**src/rtl/spi_reg_arbiter.sv**
```systemverilog
// Register bank shared between the SPI slave and an on-chip core port.
// Decodes SPI fast commands (sequenced clear, core lock, error clear) and builds the SPI status byte.
module spi_reg_arbiter #(
  parameter int ADDR_W = 3,
  parameter int REG_W  = 8
) (
  input  logic                            clk,
  input  logic                            rst,
  input  logic [ADDR_W-1:0]               spi_addr,
  input  logic [REG_W-1:0]                spi_wdata,
  input  logic                            spi_wvld,
  output logic [REG_W-1:0]                spi_rdata,
  input  logic [5:0]                      fastcmd,
  input  logic                            fastcmd_vld,
  output logic [7:0]                      status,
  input  logic                            core_req,
  input  logic                            core_we,
  input  logic [ADDR_W-1:0]               core_addr,
  input  logic [REG_W-1:0]                core_wdata,
  output logic                            core_gnt,
  output logic [REG_W-1:0]                core_rdata,
  output logic                            core_rvld,
  output logic [(2**ADDR_W)*REG_W-1:0]    reg_q
);

  localparam int NUM_REGS = 2**ADDR_W;

  typedef enum logic [1:0] {IDLE, ACK, CLEAR} state_t;

  state_t              state_q, state_d;
  logic [REG_W-1:0]    regs_q [NUM_REGS];
  logic [ADDR_W-1:0]   cnt_q, cnt_d;
  logic                lock_q, lock_d;
  logic                core_err_q, core_err_d;
  logic                spi_drop_q, spi_drop_d;
  logic                clr_pend_q, clr_pend_d;
  logic                ack_rd_q, ack_rd_d;
  logic [REG_W-1:0]    spi_rdata_q;
  logic [REG_W-1:0]    core_rdata_q;
  logic [7:0]          status_q;

  logic                clr_cmd;
  logic                accept;
  logic                wr_en;
  logic [ADDR_W-1:0]   wr_addr;
  logic [REG_W-1:0]    wr_data;

  assign clr_cmd = fastcmd_vld && (fastcmd == 6'h00);
  assign accept  = (state_q == IDLE) && core_req && !spi_wvld && !clr_pend_q && !clr_cmd;

  always_comb begin
    state_d    = state_q;
    cnt_d      = cnt_q;
    ack_rd_d   = ack_rd_q;
    lock_d     = lock_q;
    core_err_d = core_err_q;
    spi_drop_d = spi_drop_q;
    clr_pend_d = clr_pend_q;

    case (state_q)
      IDLE: begin
        if (clr_cmd || clr_pend_q) begin
          state_d = CLEAR;
          cnt_d   = '0;
        end else if (accept) begin
          state_d  = ACK;
          ack_rd_d = !core_we;
        end
      end
      ACK: begin
        // A clear requested during the grant cycle is held in clr_pend and starts right after.
        if (clr_cmd) clr_pend_d = 1'b1;
        if (clr_cmd || clr_pend_q) begin
          state_d = CLEAR;
          cnt_d   = '0;
        end else begin
          state_d = IDLE;
        end
      end
      CLEAR: begin
        clr_pend_d = 1'b0;
        cnt_d      = cnt_q + 1'b1;
        if (cnt_q == ADDR_W'(NUM_REGS-1)) state_d = IDLE;
      end
      default: state_d = IDLE;
    endcase

    if (fastcmd_vld) begin
      case (fastcmd)
        6'h01: lock_d = 1'b1;
        6'h02: lock_d = 1'b0;
        6'h03: begin
          core_err_d = 1'b0;
          spi_drop_d = 1'b0;
        end
        default: ;
      endcase
    end
    if (accept && core_we && lock_q)         core_err_d = 1'b1;
    if (spi_wvld && (state_q == CLEAR))      spi_drop_d = 1'b1;
  end

  // Single bank write port: clear sequencer, then SPI, then core.
  always_comb begin
    wr_en   = 1'b0;
    wr_addr = '0;
    wr_data = '0;
    if (state_q == CLEAR) begin
      wr_en   = 1'b1;
      wr_addr = cnt_q;
    end else if (spi_wvld) begin
      wr_en   = 1'b1;
      wr_addr = spi_addr;
      wr_data = spi_wdata;
    end else if (accept && core_we && !lock_q) begin
      wr_en   = 1'b1;
      wr_addr = core_addr;
      wr_data = core_wdata;
    end
  end

  always_ff @(posedge clk) begin
    if (rst) begin
      state_q      <= IDLE;
      cnt_q        <= '0;
      ack_rd_q     <= 1'b0;
      lock_q       <= 1'b0;
      core_err_q   <= 1'b0;
      spi_drop_q   <= 1'b0;
      clr_pend_q   <= 1'b0;
      spi_rdata_q  <= '0;
      core_rdata_q <= '0;
      status_q     <= '0;
      for (int i = 0; i < NUM_REGS; i++) regs_q[i] <= '0;
    end else begin
      state_q     <= state_d;
      cnt_q       <= cnt_d;
      ack_rd_q    <= ack_rd_d;
      lock_q      <= lock_d;
      core_err_q  <= core_err_d;
      spi_drop_q  <= spi_drop_d;
      clr_pend_q  <= clr_pend_d;
      spi_rdata_q <= regs_q[spi_addr];
      if (accept && !core_we) core_rdata_q <= regs_q[core_addr];
      if (wr_en)              regs_q[wr_addr] <= wr_data;
      status_q <= {(state_q == CLEAR), lock_q, core_err_q, spi_drop_q, clr_pend_q, 3'b000};
    end
  end

  always_comb begin
    for (int i = 0; i < NUM_REGS; i++) reg_q[i*REG_W +: REG_W] = regs_q[i];
  end

  assign spi_rdata  = spi_rdata_q;
  assign core_rdata = core_rdata_q;
  assign status     = status_q;
  assign core_gnt   = (state_q == ACK);
  assign core_rvld  = (state_q == ACK) && ack_rd_q;

endmodule

```
**config.mk**
```make
export PLATFORM = sky130hd
export DESIGN_NAME = spi_reg_arbiter
export DESIGN_NICKNAME = d
export VERILOG_FILES = /design/src/rtl/spi_reg_arbiter.sv
export SDC_FILE = /design/constraint.sdc
export NUM_CORES = 1
export LEC_CHECK = 0
export BUFFER_PORTS_ARGS = -buffer_cell sky130_fd_sc_hd__buf_2
export CAP_MARGIN = 20
export CORE_ASPECT_RATIO = 0.8
export CORE_UTILIZATION = 45
export DETAILED_ROUTE_END_ITERATION = 8
export PLACE_DENSITY = 0.7
export SYNTH_ARGS = -nofsm -noshare
export SYNTH_HDL_FRONTEND = slang
export SYNTH_SLANG_ARGS = --single-unit
```
**constraint.sdc**
```tcl
create_clock -name clk -period 4.3 [get_ports clk]
set_input_delay 1.075 -clock clk [delete_from_list [all_inputs] [get_ports clk]]
set_output_delay 1.075 -clock clk [all_outputs]
set_load 0.02 [all_outputs]
```
# Word-level counts from Yosys, hierarchy flattened

Memory sizes are Yosys's and may differ from the RTL's. A register that Yosys moved wholly into a read port is not among the register bits.
Cells that the tools add are included.

Add/subtract/negate cells: 1
Equal/unequal tests: 10
Muxes and demuxes: 31
Bitwise operators: 1
Reduce and logical (&&, ||, !) cells: 35

Operators with widths:

| kind                | number |
|---|---|
| $mux 8              | 4 |
| $mux 3              | 5 |
| $mux 1              | 14 |
| $reduce_bool 2->1   | 7 |
| $eq 6x2->1 const B  | 2 |
| $reduce_and 2->1    | 6 |
| $logic_and 1x1->1   | 11 |
| $mux 2              | 4 |
| $reduce_or 8->1     | 1 |
| $eq 6x1->1 const B  | 1 |
| $logic_not 6->1     | 1 |
| $pmux 2 s3          | 1 |
| $pmux 3 s2          | 1 |
| $logic_not 1->1     | 5 |
| $ne 2x1->1 const B  | 2 |
| $pmux 1 s2          | 2 |
| $add 3x1->3 const B | 1 |
| $eq 3x3->1 const B  | 1 |
| $ne 3x2->1 const B  | 1 |
| $reduce_and 3->1    | 1 |
| $eq 2x1->1 const B  | 1 |
| $eq 2x2->1 const B  | 1 |
| $logic_not 2->1     | 1 |
| $ne 2x2->1 const B  | 1 |
| other kinds (3)     | 3 |

Register bits: 18
Bits in writable memories: 64
Bits of input ports: 34
Output and inout bits: 90
Logic and storage cells: 88
Memories: 1

Memory list:

| memory | depth | bits a word | read ports | clocked after memory_dff | wr ports | RTL line | RTL |
|---|---|---|---|---|---|---|---|
| regs_q | 8     | 8           | 10         | 2                        | 8        | 31       | `logic [REG_W-1:0] regs_q [NUM_REGS];` |

# Longest topological paths before layout

Word-level depth: 15
Mapped depth: 7
Mapped depth without buffers: 5

# Worst setup path before layout

OpenSTA, ideal clock, no wires.

Kind: input -> register
Start: input fastcmd[1]
End: memory regs_q[6][0] (enable)
Setup time: 0.384 ns
Data arrival time: 2.957 ns
Required time: 3.916 ns
Path slack: 0.959 ns
Stages on the path: 6
Path buffers: 1
Cells stage by stage: or4b_4 -> o21ai_4 -> buf_6 -> o31a_4 -> nand2_1 -> o21ai_0

RTL lines:

| element     | RTL line | RTL |
|---|---|---|
| from (decl) | 13       | `input logic [5:0] fastcmd,` |
| to (decl)   | 31       |  |

==> results.md <==
- CP cell instances: buf_2 > or4b_4 > o21ai_4 > nor2_4 > a221oi_2 > o21ai_0 > buf_2
- Worst-skew pair later-pin latency: 0.36 ns
- Setup Buffers After CTS: 0
- Synthesized cell area: 4770 µm²
- Max-Cap Viols: 0
- Critical-path top delay cell: or4b_4
- Final ANT Viol Nets: 0
- Cts hold-fix bufs: 0
- First-pass DRT Iterations: 4
- Slew HR: 0.503
- Max Slew Vio Count: 0
- TNS Setup: 0 ns
- Die H: 94.1 µm
- Largest net degree at the start of global routing: 24
- Final Skew: 0.0116 ns
- CP max FO: 16
- Share of layout cells above drive strength 1: 0.398
- WP data required: 4.40 ns
- Root Buffer Master: clkbuf_16
- Reg-to-reg critical path endpoint: regs_q[4][0]$_SDFFCE_PN0P_
- Initial antenna violation count: 0
- CTS H-tree depth: 3
- Std-Cell Rows: 33
- RSZ-0062 raised after global routing: no
- Final core area utilization: 0.567
- R2R Setup Slk: 1.58 ns
- Register area share after synthesis: 0.533
- Post-synthesis simple-gate area fraction: 0.140
- CTS sink count: 95
- Io pins: 124
- Area Overhead vs Synth: 22.1%
- Post-synth top flop: edfxtp_1
- Post-synthesis mux area share: 0.168
- Fin crit share: 0.745
- Register share of total power: 0.469
- Die width: 117 µm
- Combinational family with the most area after synthesis: multiplexers
- Hold wc startpoint: core_err_q$_SDFFE_PP0P_
- Hold/Removal Path Class: reg2reg
- Final Hold Fails: 0
- Via density: 5.80
- CP Class: in2reg
- Post-Synthesis Cells: 380
- Drt drc: 0
- HPWL after detailed placement: 9630 µm
- P_int: 0.00166 W
- Total CTS buffers: 9
- Slew @ Worst Pin: 0.740 ns
- Antenna cells: 0
- Worst R2R Path Depth: 6
- DR iter-0 viols: 270
- Max IR drop VDD: 0.239 mV
- Seq cells post-synth: 95
- Crit end category: register
- Layout Nets: 536
- Leak Pwr: 2.35 nW
- Max clock buf depth: 2
- Total power: 0.00225 W
- Hold depth: 1
- CTS clock-pin slew for the worst setup and hold paths: 0.06 ns
- Avg Cell Area, Syn: 12.6 µm²
- Core Area: 10300 µm²
- NetSw: 0.000588 W
- Wire per inst: 20.8 µm
- Min Tclk post-route: 3.20 ns
- Power share of the clock group: 0.381
- Worst Hold End: status[5]$_SDFF_PP0_
- Adder-cell share of the synthesized area: 0.00524
- Vias in the first global route: 3526
- # port buffers: 120
- Via count: 3743
- Post-CTS resize count: 0
- Post-synth cell types: 55
- GP Congestion: 0.905
- Outcome: finished, final reports clean
- CTS tree: done
- GRT Overall Usage: 0.263
- Critical path startpoint category: input port
- EDFF count, synth: 64
- FFs w/ async S/R, synth: 0
- Compound-Gate Fraction of Synth Area: 0.124
- Power Dens Cells: 385 nW/µm²
- Sw Ratio: 0.262
- DIE AREA: 11000 µm²
- Peak per-stage delay on the critical path: 0.57 ns
- Initial core utilization: 0.464
- Worst R2R Start: state_q[1]$_SDFFE_PP0P_
- Final wirelength: 13400 µm
- Fmax: 312 MHz
- Worst path most repeated cell: buf_2
- Synthesis warning total: 0
- First-pass GRT wire length: 20200 µm
- Comb power frac: 0.150
- Synth Area in XOR/XNOR: 0
- Data arrival time of the worst path: 3.31 ns
- Total gr overflow: 0
- Final setup viols: 0
==> cell usage after synthesis (2+ instances only) <==
library cell | number | share of area
o211ai_4 | 2 | 0.0089
a22oi_1 | 3 | 0.0047
a21oi_1 | 5 | 0.0052
and2_1 | 2 | 0.0026
a31oi_2 | 2 | 0.0052
a22oi_2 | 8 | 0.021
edfxtp_1 | 64 | 0.40
nand2b_1 | 3 | 0.0039
or3_1 | 2 | 0.0026
inv_1 | 4 | 0.0031
o21ai_0 | 15 | 0.016
a31oi_1 | 8 | 0.010
buf_4 | 5 | 0.0079
buf_2 | 6 | 0.0063
nor3b_1 | 3 | 0.0047
o31ai_1 | 5 | 0.0079
mux4_2 | 32 | 0.15
nand2_1 | 24 | 0.019
dfxtp_1 | 31 | 0.13
nand4_1 | 2 | 0.0026
and3b_1 | 2 | 0.0037
ha_1 | 2 | 0.0052
nor3_1 | 6 | 0.0063
nor2b_1 | 6 | 0.0079
clkbuf_1 | 12 | 0.0094
mux2i_1 | 8 | 0.017
nand3_1 | 2 | 0.0021
nor2_1 | 89 | 0.070
==> cell families (layout without fill, tap and decap cells) <==
logic type,Yosys count,count (layout)
simple gates,145,145
mux,40,40
buf+inv,29,152
fa+ha+maj,2,2
compound gates,68,68
flops,95,95
other cells,1,3
==> worst max path at each step <==
stage | from | endpoint | slack (ns) | cells after the start
final | fastcmd[1] | regs_q[4][0]$_SDFFCE_PN0P_ | 1.10 | 7
after floorplan | fastcmd[1] | regs_q[6][0]$_SDFFCE_PN0P_ | 0.96 | 6
after CTS | fastcmd[1] | regs_q[4][2]$_SDFFCE_PN0P_ | 0.81 | 6
after global routing | fastcmd[1] | regs_q[4][7]$_SDFFCE_PN0P_ | 0.98 | 7
after global placement | fastcmd[1] | regs_q[4][3]$_SDFFCE_PN0P_ | 0.60 | 6
after detailed placement | fastcmd[1] | regs_q[4][1]$_SDFFCE_PN0P_ | 0.47 | 6
==> layer usage <==
metal,vias up,wire [µm],track usage
li1,1673,-,-
met1,1821,5420,0.349
met2,226,6340,0.417
met3,23,1310,0.0729
met4,0,359,0.0876
met5,-,0,0
==> power by group through the flow <==
stage	Clock [W]	Combinational, W	Sequential (W)
floorplan	0	0.000170	0.00112
global placement	0	0.000331	0.00107
detailed placement	0	0.000336	0.00107
CTS	0.000858	0.000336	0.00105
global route	0.000893	0.000358	0.00106
finish	0.000855	0.000337	0.00105
==> cells in the final DEF (no fill, tap or decap), drive strengths merged, types with 2 or more instances in the layout <==
cell | Yosys | layout
a21oi | 5 | 5
a22oi | 11 | 11
a31oi | 10 | 10
and2 | 2 | 2
and3b | 2 | 2
buf | 13 | 132
bufinv | 0 | 2
clkbuf | 12 | 11
conb | 1 | 3
dfxtp | 31 | 31
edfxtp | 64 | 64
ha | 2 | 2
inv | 4 | 5
mux2i | 8 | 8
mux4 | 32 | 32
nand2 | 24 | 24
nand2b | 3 | 3
nand3 | 2 | 2
nand4 | 2 | 2
nor2 | 90 | 90
nor2b | 6 | 6
nor3 | 6 | 6
nor3b | 3 | 3
o211ai | 3 | 3
o21ai | 18 | 18
o31a | 2 | 2
o31ai | 6 | 6
or3 | 2 | 2
==> sequential cells by signal (all words and copies together), names as in the netlist, 2 cells and up <==
name	flops
cnt_q	3
core_rdata	8
regs_q	64
spi_rdata	8
state_q	2
status	5
==> final cells by class <==
class,instances,area [µm²]
tap,140,175
timing repair buffer,132,686
inverter,4,15.0
clock inverter,5,81.3
clock buffer,11,233
sequential,95,2540
multi-input combinational,258,2100
fill,869,4450
==> critical path, delay by kind of cell <==
| kind | cells | cell delay (ns) |
|---|---|---|
| AND/OR/NAND/NOR | 2 | 0.75 |
| buffers and inverters | 2 | 0.37 |
| AO/OA/AOI/OAI | 3 | 1.11 |
==> per-stage QoR <==
stage	instances	instance area [µm²]	hold slack, ns	setup slack [ns]
floorplan	382	4780	0.443	0.959
global placement	627	5500	0.458	0.604
detailed placement	627	5500	0.462	0.469
CTS	643	5820	0.470	0.806
global route	645	5830	0.493	0.980
finish	645	5830	0.467	1.10
No activity file was read; power rests on OpenSTA's default activity.
